===== config.mk =====
export PLATFORM = sky130hd
export DESIGN_NAME = mr_scoreboard
export DESIGN_NICKNAME = d
export VERILOG_FILES = /design/src/rtl/mr_scoreboard.sv
export SDC_FILE = /design/constraint.sdc
export NUM_CORES = 2
export LEC_CHECK = 0
export CAP_MARGIN = 20
export CORE_ASPECT_RATIO = 1.4
export CORE_UTILIZATION = 44
export CTS_CLUSTER_DIAMETER = 60
export DETAILED_ROUTE_END_ITERATION = 12
export PLACE_DENSITY = 0.72
export SYNTH_ARGS = -nofsm -noshare
export SYNTH_HDL_FRONTEND = slang
export SYNTH_SLANG_ARGS = --single-unit

===== constraint.sdc =====
create_clock -name clk -period 4.3 [get_ports clk]
set_input_delay 0.86 -clock clk [delete_from_list [all_inputs] [get_ports clk]]
set_output_delay 0.86 -clock clk [all_outputs]
set_load 0.005 [all_outputs]

===== src/rtl/mr_scoreboard.sv =====
// Decode-stage register file with a per-register write-pending scoreboard.
// It tracks in-flight instructions and the outstanding jump, forwards the
// writeback value to same-cycle reads, and sets a sticky protocol-error flag.
module mr_scoreboard #(
   parameter int unsigned XLEN         = 32,
   parameter int unsigned NREGS        = 32,
   parameter int unsigned PEND_BITS    = 2,
   parameter int unsigned RD_PORTS     = 2,
   parameter int unsigned BYPASS       = 1,
   parameter int unsigned MAX_INFLIGHT = 4,
   localparam int unsigned REGSEL_W    = $clog2(NREGS),
   localparam int unsigned IF_W        = $clog2(MAX_INFLIGHT + 1)
) (
   input  logic                         clk,
   input  logic                         rst,
   input  logic [RD_PORTS*REGSEL_W-1:0] rd_sel,
   input  logic [RD_PORTS-1:0]          rd_used,
   output logic [RD_PORTS*XLEN-1:0]     rd_data,
   output logic [RD_PORTS-1:0]          rd_hazard,
   output logic                         hazard,
   input  logic                         iss_fire,
   input  logic                         iss_uses_dst,
   input  logic [REGSEL_W-1:0]          iss_dst,
   input  logic                         iss_is_br,
   input  logic                         wb_valid,
   input  logic [REGSEL_W-1:0]          wb_reg,
   input  logic [XLEN-1:0]              wb_val,
   input  logic                         jmp_done,
   output logic [IF_W-1:0]              inflight,
   output logic                         jmp_pending,
   output logic                         err
);

   localparam logic BYP_EN = (BYPASS != 0);

   logic [XLEN-1:0]      regs [NREGS];
   logic [PEND_BITS-1:0] pend [NREGS];

   logic [REGSEL_W-1:0]  sel  [RD_PORTS];
   logic [RD_PORTS-1:0]  byp_hit;
   logic                 dst_inc;
   logic                 wb_dec;
   logic                 same_reg;
   logic                 jmp_stall;
   logic                 full_stall;
   logic                 dst_stall;
   logic                 err_set;

   // Operand read, bypass detection and per-port hazard.
   always_comb begin
      rd_data   = '0;
      rd_hazard = '0;
      byp_hit   = '0;
      for (int unsigned i = 0; i < RD_PORTS; i++) begin
         sel[i]     = rd_sel[i*REGSEL_W +: REGSEL_W];
         byp_hit[i] = BYP_EN && wb_valid && (wb_reg == sel[i]) && (sel[i] != '0)
                      && (pend[sel[i]] == PEND_BITS'(1));
         rd_hazard[i] = rd_used[i] && (sel[i] != '0) && (pend[sel[i]] != '0) && !byp_hit[i];
         if (sel[i] == '0)
            rd_data[i*XLEN +: XLEN] = '0;
         else if (byp_hit[i])
            rd_data[i*XLEN +: XLEN] = wb_val;
         else
            rd_data[i*XLEN +: XLEN] = regs[sel[i]];
      end
   end

   // Issue stall causes and protocol-error detection.
   always_comb begin
      dst_inc    = iss_fire && iss_uses_dst && (iss_dst != '0);
      wb_dec     = wb_valid && (wb_reg != '0);
      same_reg   = dst_inc && wb_dec && (iss_dst == wb_reg);
      jmp_stall  = jmp_pending && !(BYP_EN && jmp_done);
      full_stall = (inflight == IF_W'(MAX_INFLIGHT)) && !(BYP_EN && wb_valid);
      dst_stall  = iss_uses_dst && (iss_dst != '0) && (pend[iss_dst] == '1)
                   && !(wb_valid && (wb_reg == iss_dst));
      hazard     = (|rd_hazard) || jmp_stall || full_stall || dst_stall;
      err_set    = (iss_fire && hazard)
                   || (wb_dec && (pend[wb_reg] == '0) && !same_reg)
                   || (jmp_done && !jmp_pending)
                   || (iss_fire && iss_is_br && jmp_pending && !jmp_done)
                   || (wb_valid && !iss_fire && (inflight == '0))
                   || (iss_fire && !wb_valid && (inflight == IF_W'(MAX_INFLIGHT)));
   end

   // Register file and saturating pending-write counters.
   always_ff @(posedge clk) begin
      if (rst) begin
         for (int unsigned r = 0; r < NREGS; r++) begin
            regs[r] <= '0;
            pend[r] <= '0;
         end
      end else begin
         if (wb_dec)
            regs[wb_reg] <= wb_val;
         for (int unsigned r = 1; r < NREGS; r++) begin
            if (dst_inc && (iss_dst == REGSEL_W'(r)) && !same_reg && (pend[r] != '1))
               pend[r] <= pend[r] + PEND_BITS'(1);
            else if (wb_dec && (wb_reg == REGSEL_W'(r)) && !same_reg && (pend[r] != '0))
               pend[r] <= pend[r] - PEND_BITS'(1);
         end
      end
   end

   // In-flight count, outstanding jump and sticky error flag.
   always_ff @(posedge clk) begin
      if (rst) begin
         inflight    <= '0;
         jmp_pending <= 1'b0;
         err         <= 1'b0;
      end else begin
         if (iss_fire && !wb_valid && (inflight != IF_W'(MAX_INFLIGHT)))
            inflight <= inflight + IF_W'(1);
         else if (!iss_fire && wb_valid && (inflight != '0))
            inflight <= inflight - IF_W'(1);
         if (iss_fire && iss_is_br)
            jmp_pending <= 1'b1;
         else if (jmp_done)
            jmp_pending <= 1'b0;
         if (err_set)
            err <= 1'b1;
      end
   end

endmodule


==> results.json <==
{
  "crit_family": "buffers and inverters",
  "antenna_found_initial": 19,
  "grt_pass1_wl_um": 311700,
  "synth_edf_count": 1086,
  "relSlewSlack": 0.3712,
  "finalPower_uw": 25770,
  "endpoint_kind": "output pin",
  "drt_wl_total_um": 221800,
  "wl_met2_um": 106100,
  "crit_chain": "buf_4, mux4_2, nor2b_1, or3_1, and4_1, nand3b_1, buf_12, buf_16, buf_4, buf_12, nor2_4, a211oi_2, buf_2",
  "cp.depth": 13,
  "ir_drop_mv": 0.3460,
  "status": "complete, but fails checks",
  "die_w_um": 318.7,
  "final_net_count": 4550,
  "worst_slew_pin_slew_ns": 0.9432,
  "min_period_ns": 4.516,
  "drive_gt1_frac": 0.3458,
  "cts_made_buffers": 105,
  "wl_per_cell_um": 34.76,
  "cp_num_buf_inv": 6,
  "worstRegToRegCells": 12,
  "clk_latency_ns": 0.75,
  "grt_overflow": 0,
  "cts-root-buf": "clkbuf_16",
  "cpMaxStageDelayCell": "mux4_2",
  "rsz0062_at_grt": "true",
  "layout_worst_path_cycle_share": 1.050,
  "start_util": 0.4438,
  "path_max_fanout": 5,
  "drv_cap": 0,
  "grt_pass1_vias": 43106,
  "setup_viol": 31,
  "crit_path_start_kind": "flop",
  "ioPinCount": 133,
  "antenna_left": 0,
  "fin_skew_ns": 0.02505,
  "leakagePower_uw": 0.02579,
  "die_h_um": 445.4,
  "highest-signal-layer": "met5",
  "cts_hold_buffers": 0,
  "drc": 0,
  "min_path_type": "in2reg",
  "htree_num_levels": 3,
  "arrival_ns": 3.66,
  "firstDrtPassIters": 7,
  "coreArea_um2": 139300,
  "synthArstFlopShare": 0,
  "die_area_um2": 142000,
  "cpPeakStageDelay_ns": 0.54,
  "cts.path.max_buffers": 3,
  "violations": "negative setup slack",
  "max_freq_ghz": 0.2214,
  "hold_depth": 2,
  "setup_slack_ns": -0.2159,
  "via_per_inst": 6.744,
  "io_buffers": 132,
  "final_common_cell": "edfxtp_1",
  "wl_met1_um": 70060,
  "grtUsageTotal": 0.3113,
  "final_cell_mix": "edfxtp_1 (1086), and2_1 (868), mux4_2 (665)",
  "synth_flop_cell": "edfxtp_1",
  "yosysWarningCount": 0,
  "fp-row-count": 162,
  "gp_congestion": 0.9477,
  "clock_sinks": 1091,
  "power_density_nw_per_um2": 353.7,
  "area_growth_pct": 17.88,
  "hold_violations": 0,
  "ys_seq_area_frac": 0.5293,
  "hpwl_um": 130100,
  "grt_max_degree": 51,
  "syn-cell-area_um2": 61800,
  "ys_types": 67,
  "vias": 43038,
  "avgSynthCellArea_um2": 14.78,
  "finalMaxSlewViolations": 0,
  "criticalPathCategory": "reg2out",
  "cp.required_ns": 3.44,
  "synth-seq-cells": 1091,
  "met3RoutedLength_um": 28020,
  "path_clk_slew_ns": 0.06,
  "fin_util": 0.5232,
  "cts_tree": "yes",
  "drt-initial-drc-count": 7120,
  "syn_inst": 4182
}
[per-stage QoR]
step | setup WS [ns] | setup TNS, ns | cell area [um2] | hold WS [ns] | std cells
after floorplan | -0.1741 | -89.57 | 61920 | 0.5143 | 4213
after global placement | -0.2970 | -3.074 | 68290 | 0.5557 | 6088
after detailed placement | -0.2818 | -4.491 | 68290 | 0.5672 | 6088
after CTS | -0.1686 | -1.280 | 72450 | 0.4238 | 6354
after global routing | -0.2491 | -5.369 | 72830 | 0.4758 | 6374
final | -0.2159 | -2.004 | 72850 | 0.4588 | 6382
[power breakdown]
part | internal [uW] | switching [uW]
registers | 12300 | 353
logic | 1960 | 2080
clock network | 4840 | 4250
[cells by family (layout without fill, tap and decap cells)]
group / after synthesis / after routing / share of synthesized area
other: 1 / 41 / 0.00006068
adders and majority gates: 3 / 3 / 0.0007288
muxes: 771 / 771 / 0.2597
and+or+nand+nor: 1493 / 1493 / 0.1380
DFF: 1091 / 1091 / 0.5293
AOI/OAI and AO/OA: 306 / 306 / 0.03258
buffers and inverters: 487 / 843 / 0.03539
xor gates and xnor gates: 30 / 30 / 0.004251
[final cells by class]
type	count	area, um2
fillers	11058	66400
flip-flops and latches	1091	32710
multi-input cells	2635	28000
repair buffers	633	6534
clock buffers	123	2716
well taps	1804	2257
clock inverters	67	528.0
inverters	20	76.32
diodes	9	22.52
[registers in the layout (all words and copies together), names as in the netlist]
name         count
regs          1024
pend            62
jmp_pending      1
inflight         3
err              1
[timing repair]
action | CTS | global route
resized for setup | 350 | 77
cloned | 8 | 0
endpoints found under the setup margin | 66 | 66
pin swaps | 47 | 17
setup buffers | 74 | 21
[final timing paths]
check,start,to,slack (ns)
hold / removal,rst,pend[22][0],0.46
setup / recovery,pend[6][0],rd_data[29],-0.22
hold reg to reg,jmp_pending,jmp_pending,0.58
setup reg to reg,pend[7][1],err,1.52
[synthesized netlist by cell type, types with 6 or more instances]
cell type  number  area (um2)
a211oi_1       54       405.4
a211oi_2       14       175.2
a21o_1         14       105.1
a21oi_1        47       235.2
a31oi_1         7       43.79
and2_1        870        5443
and3_1        138       863.3
and3b_1         6       52.55
buf_1          25       93.84
buf_2          98       490.5
buf_4          28       210.2
buf_6          17       191.4
clkbuf_1      296        1111
edfxtp_1     1086       32610
inv_1          18       67.56
mux2_2          7       78.83
mux2i_1        98       980.9
mux4_2        665       14980
nand2_1       133       499.2
nand2b_1        7       43.79
nand3_1        53       265.3
nand3b_1       14       105.1
nand4_1        14       87.58
nor2_1        182       683.2
nor2b_1        19       118.9
nor3_1         29       145.1
o211ai_1        9       67.56
o21ai_0       111       555.5
o31ai_1         8       60.06
o41ai_1         6       52.55
or3_1           6       37.54
xnor2_1         8       70.07
xor2_1         22       192.7
[worst register-to-register path: stages, from the launching register on]
cell      delay, ns
edfxtp_1       0.49
buf_6          0.18
mux4_2         0.52
nor2b_2        0.16
o31ai_2        0.07
a211oi_2       0.25
buf_4          0.15
buf_4          0.09
buf_4          0.10
o32ai_4        0.09
buf_4          0.16
o31ai_1        0.25
a31oi_1        0.11
[per-layer routing]
metal	GRT usage	up-vias
met5	0	-
li1	-	16824
met1	0.3684	21751
met4	0.2122	4
met2	0.5063	3550
met3	0.07208	909
Note: power is estimated with default switching activity, not from simulation.
